## config.mk

```make
export PLATFORM = sky130hd
export DESIGN_NAME = key_event_gen
export DESIGN_NICKNAME = d
export VERILOG_FILES = /design/src/rtl/key_event_gen.sv
export SDC_FILE = /design/constraint.sdc
export NUM_CORES = 1
export LEC_CHECK = 0
export BUFFER_PORTS_ARGS = -buffer_cell sky130_fd_sc_hd__buf_2
export CORE_UTILIZATION = 40
export CTS_CLUSTER_SIZE = 10
export DETAILED_ROUTE_END_ITERATION = 7
export PLACE_DENSITY = 0.59
export SLEW_MARGIN = 20
export SYNTH_ARGS = -nofsm -noshare
export SYNTH_HDL_FRONTEND = slang
export SYNTH_SLANG_ARGS = --single-unit
```

## constraint.sdc

```tcl
create_clock -name MAX10_CLK1_50 -period 4.6 [get_ports MAX10_CLK1_50]
set_clock_uncertainty 0.15 [all_clocks]
set_input_delay 0.92 -clock MAX10_CLK1_50 [delete_from_list [all_inputs] [get_ports MAX10_CLK1_50]]
set_output_delay 0.92 -clock MAX10_CLK1_50 [all_outputs]
set_load 0.05 [all_outputs]
```

## src/rtl/key_event_gen.sv

```systemverilog
`default_nettype none
// ============================================================================
// Module   : key_event_gen
// Purpose  : Synchronizes and debounces the push-buttons; emits clean levels
//            and one-cycle press/release pulses. KEY_REPEAT_EN adds auto-repeat.
// Revision : 1.0 - initial release
// ============================================================================
module key_event_gen #(
    parameter int NUM_KEYS        = 2,
    parameter int DEBOUNCE_CYCLES = 500000,
    parameter int REPEAT_DELAY    = 25000000,
    parameter int REPEAT_PERIOD   = 5000000
) (
    input  logic                MAX10_CLK1_50,
    input  logic                RESET_N,
    input  logic [NUM_KEYS-1:0] KEY,
    output logic [NUM_KEYS-1:0] key_level,
    output logic [NUM_KEYS-1:0] press_pulse,
    output logic [NUM_KEYS-1:0] release_pulse,
    output logic                any_press
);

    localparam int c_CNT_W = (DEBOUNCE_CYCLES > 2) ? $clog2(DEBOUNCE_CYCLES) : 1;
    // Pending entry already consumes one stable sample, so the change is
    // accepted when the count reaches DEBOUNCE_CYCLES-2.
    localparam logic [c_CNT_W-1:0] c_CNT_LAST = c_CNT_W'(DEBOUNCE_CYCLES - 2);
    localparam logic [c_CNT_W-1:0] c_CNT_MAX  = {c_CNT_W{1'b1}};

    typedef enum logic [1:0] {
        ST_IDLE       = 2'd0,
        ST_PRESS_PEND = 2'd1,
        ST_HELD       = 2'd2,
        ST_REL_PEND   = 2'd3
    } state_t;

    if (DEBOUNCE_CYCLES < 2 || REPEAT_DELAY < 1 || REPEAT_PERIOD < 1) begin : g_bad_cfg
        $error("key_event_gen: illegal parameter set");
    end

    logic [NUM_KEYS-1:0] w_press_nxt_vec;
    logic                r_any_press;

    for (genvar i = 0; i < NUM_KEYS; i++) begin : g_key
        logic [1:0]         r_sync;
        logic               w_s;
        state_t             r_state;
        state_t             w_state_nxt;
        logic [c_CNT_W-1:0] r_cnt;
        logic [c_CNT_W-1:0] w_cnt_nxt;
        logic [c_CNT_W-1:0] w_cnt_inc;
        logic               w_press_nxt;
        logic               w_rel_nxt;
        logic               w_level_nxt;
        logic               w_rpt_hit;
        logic               r_level;
        logic               r_press;
        logic               r_rel;

        // Two-flop synchronizer; reset value models a released key.
        always_ff @(posedge MAX10_CLK1_50 or negedge RESET_N) begin
            if (!RESET_N) begin
                r_sync <= 2'b11;
            end else begin
                r_sync <= {r_sync[0], KEY[i]};
            end
        end

        assign w_s       = r_sync[1];
        assign w_cnt_inc = (r_cnt == c_CNT_MAX) ? r_cnt : r_cnt + c_CNT_W'(1);

        always_comb begin
            w_state_nxt = r_state;
            w_cnt_nxt   = r_cnt;
            w_press_nxt = 1'b0;
            w_rel_nxt   = 1'b0;
            case (r_state)
                ST_IDLE: begin
                    if (!w_s) begin
                        w_state_nxt = ST_PRESS_PEND;
                        w_cnt_nxt   = '0;
                    end
                end
                ST_PRESS_PEND: begin
                    if (w_s) begin
                        w_state_nxt = ST_IDLE;
                        w_cnt_nxt   = '0;
                    end else if (r_cnt == c_CNT_LAST) begin
                        w_state_nxt = ST_HELD;
                        w_cnt_nxt   = '0;
                        w_press_nxt = 1'b1;
                    end else begin
                        w_cnt_nxt = w_cnt_inc;
                    end
                end
                ST_HELD: begin
                    if (w_s) begin
                        w_state_nxt = ST_REL_PEND;
                        w_cnt_nxt   = '0;
                    end else begin
                        w_press_nxt = w_rpt_hit;
                    end
                end
                ST_REL_PEND: begin
                    if (!w_s) begin
                        w_state_nxt = ST_HELD;
                        w_cnt_nxt   = '0;
                    end else if (r_cnt == c_CNT_LAST) begin
                        w_state_nxt = ST_IDLE;
                        w_cnt_nxt   = '0;
                        w_rel_nxt   = 1'b1;
                    end else begin
                        w_cnt_nxt = w_cnt_inc;
                    end
                end
                default: begin
                    w_state_nxt = ST_IDLE;
                    w_cnt_nxt   = '0;
                end
            endcase
        end

        assign w_level_nxt = (w_state_nxt == ST_HELD) || (w_state_nxt == ST_REL_PEND);

        always_ff @(posedge MAX10_CLK1_50 or negedge RESET_N) begin
            if (!RESET_N) begin
                r_state <= ST_IDLE;
                r_cnt   <= '0;
                r_level <= 1'b0;
                r_press <= 1'b0;
                r_rel   <= 1'b0;
            end else begin
                r_state <= w_state_nxt;
                r_cnt   <= w_cnt_nxt;
                r_level <= w_level_nxt;
                r_press <= w_press_nxt;
                r_rel   <= w_rel_nxt;
            end
        end

`ifdef KEY_REPEAT_EN
        localparam int c_RPT_SPAN = (REPEAT_DELAY > REPEAT_PERIOD) ? REPEAT_DELAY : REPEAT_PERIOD;
        localparam int c_RPT_W    = $clog2(c_RPT_SPAN + 1);
        localparam logic [c_RPT_W-1:0] c_RPT_DELAY_LAST  = c_RPT_W'(REPEAT_DELAY - 1);
        localparam logic [c_RPT_W-1:0] c_RPT_PERIOD_LAST = c_RPT_W'(REPEAT_PERIOD - 1);
        localparam logic [c_RPT_W-1:0] c_RPT_MAX         = {c_RPT_W{1'b1}};

        logic [c_RPT_W-1:0] r_rpt_cnt;
        logic               r_rpt_armed;
        logic               w_stay_held;

        // The counter only advances while HELD is kept; any exit (including
        // a rejected release bounce) restarts the initial delay.
        assign w_stay_held = (r_state == ST_HELD) && !w_s;
        assign w_rpt_hit   = w_stay_held &&
                             (r_rpt_armed ? (r_rpt_cnt == c_RPT_PERIOD_LAST)
                                          : (r_rpt_cnt == c_RPT_DELAY_LAST));

        always_ff @(posedge MAX10_CLK1_50 or negedge RESET_N) begin
            if (!RESET_N) begin
                r_rpt_cnt   <= '0;
                r_rpt_armed <= 1'b0;
            end else if (!w_stay_held) begin
                r_rpt_cnt   <= '0;
                r_rpt_armed <= 1'b0;
            end else if (w_rpt_hit) begin
                r_rpt_cnt   <= '0;
                r_rpt_armed <= 1'b1;
            end else if (r_rpt_cnt != c_RPT_MAX) begin
                r_rpt_cnt <= r_rpt_cnt + c_RPT_W'(1);
            end
        end
`else
        assign w_rpt_hit = 1'b0;
`endif

        assign w_press_nxt_vec[i] = w_press_nxt;
        assign key_level[i]       = r_level;
        assign press_pulse[i]     = r_press;
        assign release_pulse[i]   = r_rel;
    end

    always_ff @(posedge MAX10_CLK1_50 or negedge RESET_N) begin
        if (!RESET_N) begin
            r_any_press <= 1'b0;
        end else begin
            r_any_press <= |w_press_nxt_vec;
        end
    end

    assign any_press = r_any_press;

endmodule
`default_nettype wire

```

==> results.md <==
* Utilization after layout at 0.448
* Time the worst path needs with I/O delays and setup at ~2500 ps
* CTS tree: done
* Routability Congestion at slightly below 0.8
* GRT Util Overall at 0.192
* Number of flip-flops and latches in the synthesized netlist at 53
* Min-Delay Path Class: reg -> reg
* Area of the placeable core at 6910 um^2
* Antenna violations before repair at 0
* Final layout net count at 331
* Post-CTS Resized at 0
* Worst R2R Path Depth at 8
* Reg2reg start: g_key[0].r_cnt[0]$_DFFE_PN0P_
* Maximum operating frequency at 393 MHz
* Clock input transition at the sequential cells of the worst setup and hold paths at ~100 ps
* Clk buf depth at 2
* Setup bufs post-CTS at 0
* Clock buffer count from CTS at 5
* Total of warnings raised by yosys at 0
* Maximum number of pins on one net before global-route repair at 31
* Clock Latency Late Sink at 310 ps
* Mean area per synthesized cell at between 8 and 9 um^2
* Crit-path cells: inv_1, ha_1, nor3b_1, and3_1, a31oi_2, buf_4, nand2_1, o32ai_1
* Element type at the critical path end: register
* Fraction of met1 tracks used by global routing at 0.243
* Drc violations at 0
* Normalized max-slew margin at 0.416
* Critical path class: reg -> reg
* Floorplan die width at 87.2 um
* Least-Margin Pin Slew at 873 ps
* Critical path data required time at 4660 ps
* Fraction of met3 tracks used by global routing at 0.0417
* Number of antenna repair diodes at 0
* Root buffer cell: sky130_fd_sc_hd__clkbuf_8
* Met2 Track Usage GR at 0.328
* Number of max-slew violations in the final report at 0
* Maximum vdd ir drop at roughly 160 uV
* Proportion of synthesized flip-flops having asynchronous set or reset at 1.00
* Outcome: finished clean
* Height of the chip at slightly below 90 um
* Vias in the first global route at 2438
* Routed via count divided by cell count at 5.88
* Synthesized area at 2900 um^2
* Cell types with the largest area share after synthesis: sky130_fd_sc_hd__dfrtp_1, sky130_fd_sc_hd__a31oi_1, sky130_fd_sc_hd__nand2_1, sky130_fd_sc_hd__nand3_1, sky130_fd_sc_hd__o21ai_0
* Length of the first detailed-routing pass in iterations at 4
* Crit path max fanout at 20
* Num Clock Sinks at 53
* Number of inserted filler cells in the final layout at a little under 700
* Max_cap viols at 0
* Unrepaired setup endpoints after global routing: no
* Antenna-violating nets left at 0
* Critical path capture point: g_key[0].r_cnt[4]$_DFFE_PN0P_
* Global-route wire length before repair at approximately 12000 um
* Drt first-iter violations at around 140
* Netlist cell types at 51
* CP arrival at about 2600 ps
* Cell with the biggest individual delay on the critical path: sky130_fd_sc_hd__a31oi_2
* Dominant register cell in the synthesized netlist: sky130_fd_sc_hd__dfrtp_1
* Portion of synthesized cell area occupied by the leading cell type at 0.422
* Most heavily used metal layer in global routing: met2
* Routed via count at 2469
* Leakage at around 1.2 nW
* Critical path origin: g_key[0].r_cnt[0]$_DFFE_PN0P_
* Final WL at between 6000 and 7000 um
* EDFF count, synth at 0
* Maximum cell stage delay along the critical path at 640 ps
* Syn Inst Count at between 300 and 400
* Final Power at 0.000894 W
* PD cells at about 290 nW/um^2
* Hold bufs inserted after CTS at 0
* IO buf count at 10
* FP Rows at 30
* Top cell type by total area after synthesis: sky130_fd_sc_hd__dfrtp_1
* P&R area growth vs syn at 6.51%
* Total Die Area at ~7600 um^2
* Setup TNS after final layout at 0 ps
* Setup-violating endpoint count in the final report at 0
* Detailed placement HPWL at 4480 um
* Initial core utilization at 0.420
* Startpoint Class: register
* Number of primary I/O pins at 11
* Share of final-layout standard cells stronger than drive strength 1 at 0.114
* Routed len/inst at 15.3 um
* Cell count after placement at a little over 400
* Smallest hold slack at about 210 ps
* Number of failing hold endpoints at the final stage at 0
* Clock H-tree levels at 2
* Syn_nets at between 300 and 400
* Endpoint of the worst register-to-register path: g_key[0].r_cnt[4]$_DFFE_PN0P_
* Remaining Overflow, GRT at 0
* Final clock period utilization by the worst path at 0.553
* Slack of the worst reg-to-reg path at between 2000 and 2500 ps
* Non-filler instance count after layout at 420
* Sequential share of the synthesized area at 0.459
==> layout by cell type, fill, tap and decap left out, types with 2 or more instances in the layout <==
cell	netlist	routed
sky130_fd_sc_hd__dfrtp_1	49	49
sky130_fd_sc_hd__o22ai_1	2	2
sky130_fd_sc_hd__dfstp_2	4	4
sky130_fd_sc_hd__xnor2_1	2	2
sky130_fd_sc_hd__a21oi_1	22	22
sky130_fd_sc_hd__nand2b_1	2	2
sky130_fd_sc_hd__a41oi_1	8	8
sky130_fd_sc_hd__buf_4	6	3
sky130_fd_sc_hd__buf_2	4	10
sky130_fd_sc_hd__o21ai_0	23	23
sky130_fd_sc_hd__and3_1	9	9
sky130_fd_sc_hd__nand4_1	10	10
sky130_fd_sc_hd__nand2_1	36	36
sky130_fd_sc_hd__o211ai_1	2	2
sky130_fd_sc_hd__and4_1	2	2
sky130_fd_sc_hd__a31oi_1	25	24
sky130_fd_sc_hd__inv_1	9	9
sky130_fd_sc_hd__o32ai_1	2	2
sky130_fd_sc_hd__clkbuf_8	0	5
sky130_fd_sc_hd__nand3_1	24	24
sky130_fd_sc_hd__nor2_1	25	25
sky130_fd_sc_hd__ha_1	4	4
sky130_fd_sc_hd__nor4_1	4	4
sky130_fd_sc_hd__nor3_1	3	3
sky130_fd_sc_hd__and2_1	6	6
sky130_fd_sc_hd__or2_2	2	2
sky130_fd_sc_hd__o31ai_1	4	4
sky130_fd_sc_hd__or4_1	3	3
==> cells by family after synthesis <==
family,count (synthesis),share of synthesized area
fa+ha+maj,4,0.0172
buf+inv,29,0.0522
compound gates,98,0.212
simple gates,137,0.254
flops,53,0.459
xor+xnor,2,0.00604
==> area by class of cell <==
| class | count | area, um^2 | share of cell area |
|---|---|---|---|
| clock inverter | 2 | 35.0 | 0.0113 |
| sequential | 53 | 1330 | 0.431 |
| clock buffer | 6 | 72.6 | 0.0235 |
| multi-input combinational | 241 | 1430 | 0.461 |
| timing repair buffer | 13 | 72.6 | 0.0235 |
| inverter | 9 | 33.8 | 0.0109 |
| tap | 96 | 120 | 0.0389 |
==> metrics by stage <==
stage,setup WS [ps],area [um^2]
finish,2060,3090
global placement,2150,2980
global route,1830,3090
detailed placement,2090,2980
CTS,2070,3090
floorplan,2400,2900
==> worst min path at each step <==
stage / depth (start not counted) / start / end / slack [ps]
6_report: 0 / g_key[0].r_sync[0]$_DFF_PN1_ / g_key[0].r_sync[1]$_DFF_PN1_ / 210
5_1_grt: 0 / g_key[1].r_sync[0]$_DFF_PN1_ / g_key[1].r_sync[1]$_DFF_PN1_ / 220
4_1_cts: 0 / g_key[1].r_sync[0]$_DFF_PN1_ / g_key[1].r_sync[1]$_DFF_PN1_ / 220
3_5_place_dp: 0 / g_key[1].r_sync[0]$_DFF_PN1_ / g_key[1].r_sync[1]$_DFF_PN1_ / 200
3_3_place_gp: 0 / g_key[0].r_sync[0]$_DFF_PN1_ / g_key[0].r_sync[1]$_DFF_PN1_ / 200
2_1_floorplan: 0 / g_key[0].r_sync[0]$_DFF_PN1_ / g_key[0].r_sync[1]$_DFF_PN1_ / 200
==> state kept, by name, indices dropped and copies added (netlist names) <==
signal,flops
g_key.r_press,2
g_key.r_sync,4
g_key.r_state,4
g_key.r_cnt,38
any_press,1
g_key.r_level,2
g_key.r_rel,2
==> critical path, delay by kind of cell, from the launching register on <==
kind | cells | cell delay [ps]
simple gates | 3 | 430
fa+ha+maj | 1 | 190
compound gates | 2 | 870
buf+inv | 2 | 420
flops | 1 | 390
==> metal layers <==
| metal | share of wire | up-vias | wire (um) |
|---|---|---|---|
| met5 | 0 | - | 0 |
| met4 | 0.0087 | 0 | 56 |
| met3 | 0.027 | 5 | 176 |
| met2 | 0.50 | 39 | 3240 |
| met1 | 0.46 | 1217 | 2940 |
| li1 | - | 1208 | - |
==> synthesized netlist by cell type (2+ instances only) <==
| library cell | count |
|---|---|
| sky130_fd_sc_hd__dfrtp_1 | 49 |
| sky130_fd_sc_hd__nand2_1 | 36 |
| sky130_fd_sc_hd__a31oi_1 | 25 |
| sky130_fd_sc_hd__nor2_1 | 25 |
| sky130_fd_sc_hd__nand3_1 | 24 |
| sky130_fd_sc_hd__o21ai_0 | 23 |
| sky130_fd_sc_hd__a21oi_1 | 22 |
| sky130_fd_sc_hd__nand4_1 | 10 |
| sky130_fd_sc_hd__and3_1 | 9 |
| sky130_fd_sc_hd__inv_1 | 9 |
| sky130_fd_sc_hd__a41oi_1 | 8 |
| sky130_fd_sc_hd__clkbuf_1 | 7 |
| sky130_fd_sc_hd__and2_1 | 6 |
| sky130_fd_sc_hd__buf_4 | 6 |
| sky130_fd_sc_hd__buf_2 | 4 |
| sky130_fd_sc_hd__dfstp_2 | 4 |
| sky130_fd_sc_hd__ha_1 | 4 |
| sky130_fd_sc_hd__nor4_1 | 4 |
| sky130_fd_sc_hd__o31ai_1 | 4 |
| sky130_fd_sc_hd__nor3_1 | 3 |
| sky130_fd_sc_hd__or4_1 | 3 |
| sky130_fd_sc_hd__and4_1 | 2 |
| sky130_fd_sc_hd__buf_6 | 2 |
| sky130_fd_sc_hd__nand2b_1 | 2 |
| sky130_fd_sc_hd__o211ai_1 | 2 |
| sky130_fd_sc_hd__o22ai_1 | 2 |
| sky130_fd_sc_hd__o32ai_1 | 2 |
| sky130_fd_sc_hd__or2_2 | 2 |
| sky130_fd_sc_hd__xnor2_1 | 2 |
==> report_power, final <==
group / leakage [nW] / internal (W) / switching, W
combinational: 0.442 / 0.0000260 / 0.0000494
sequential: 0.718 / 0.000481 / 0.0000190
clock: 0.0552 / 0.000162 / 0.000156
total: 1.22 / 0.000669 / 0.000225
Note: power is estimated with default switching activity, not from simulation.
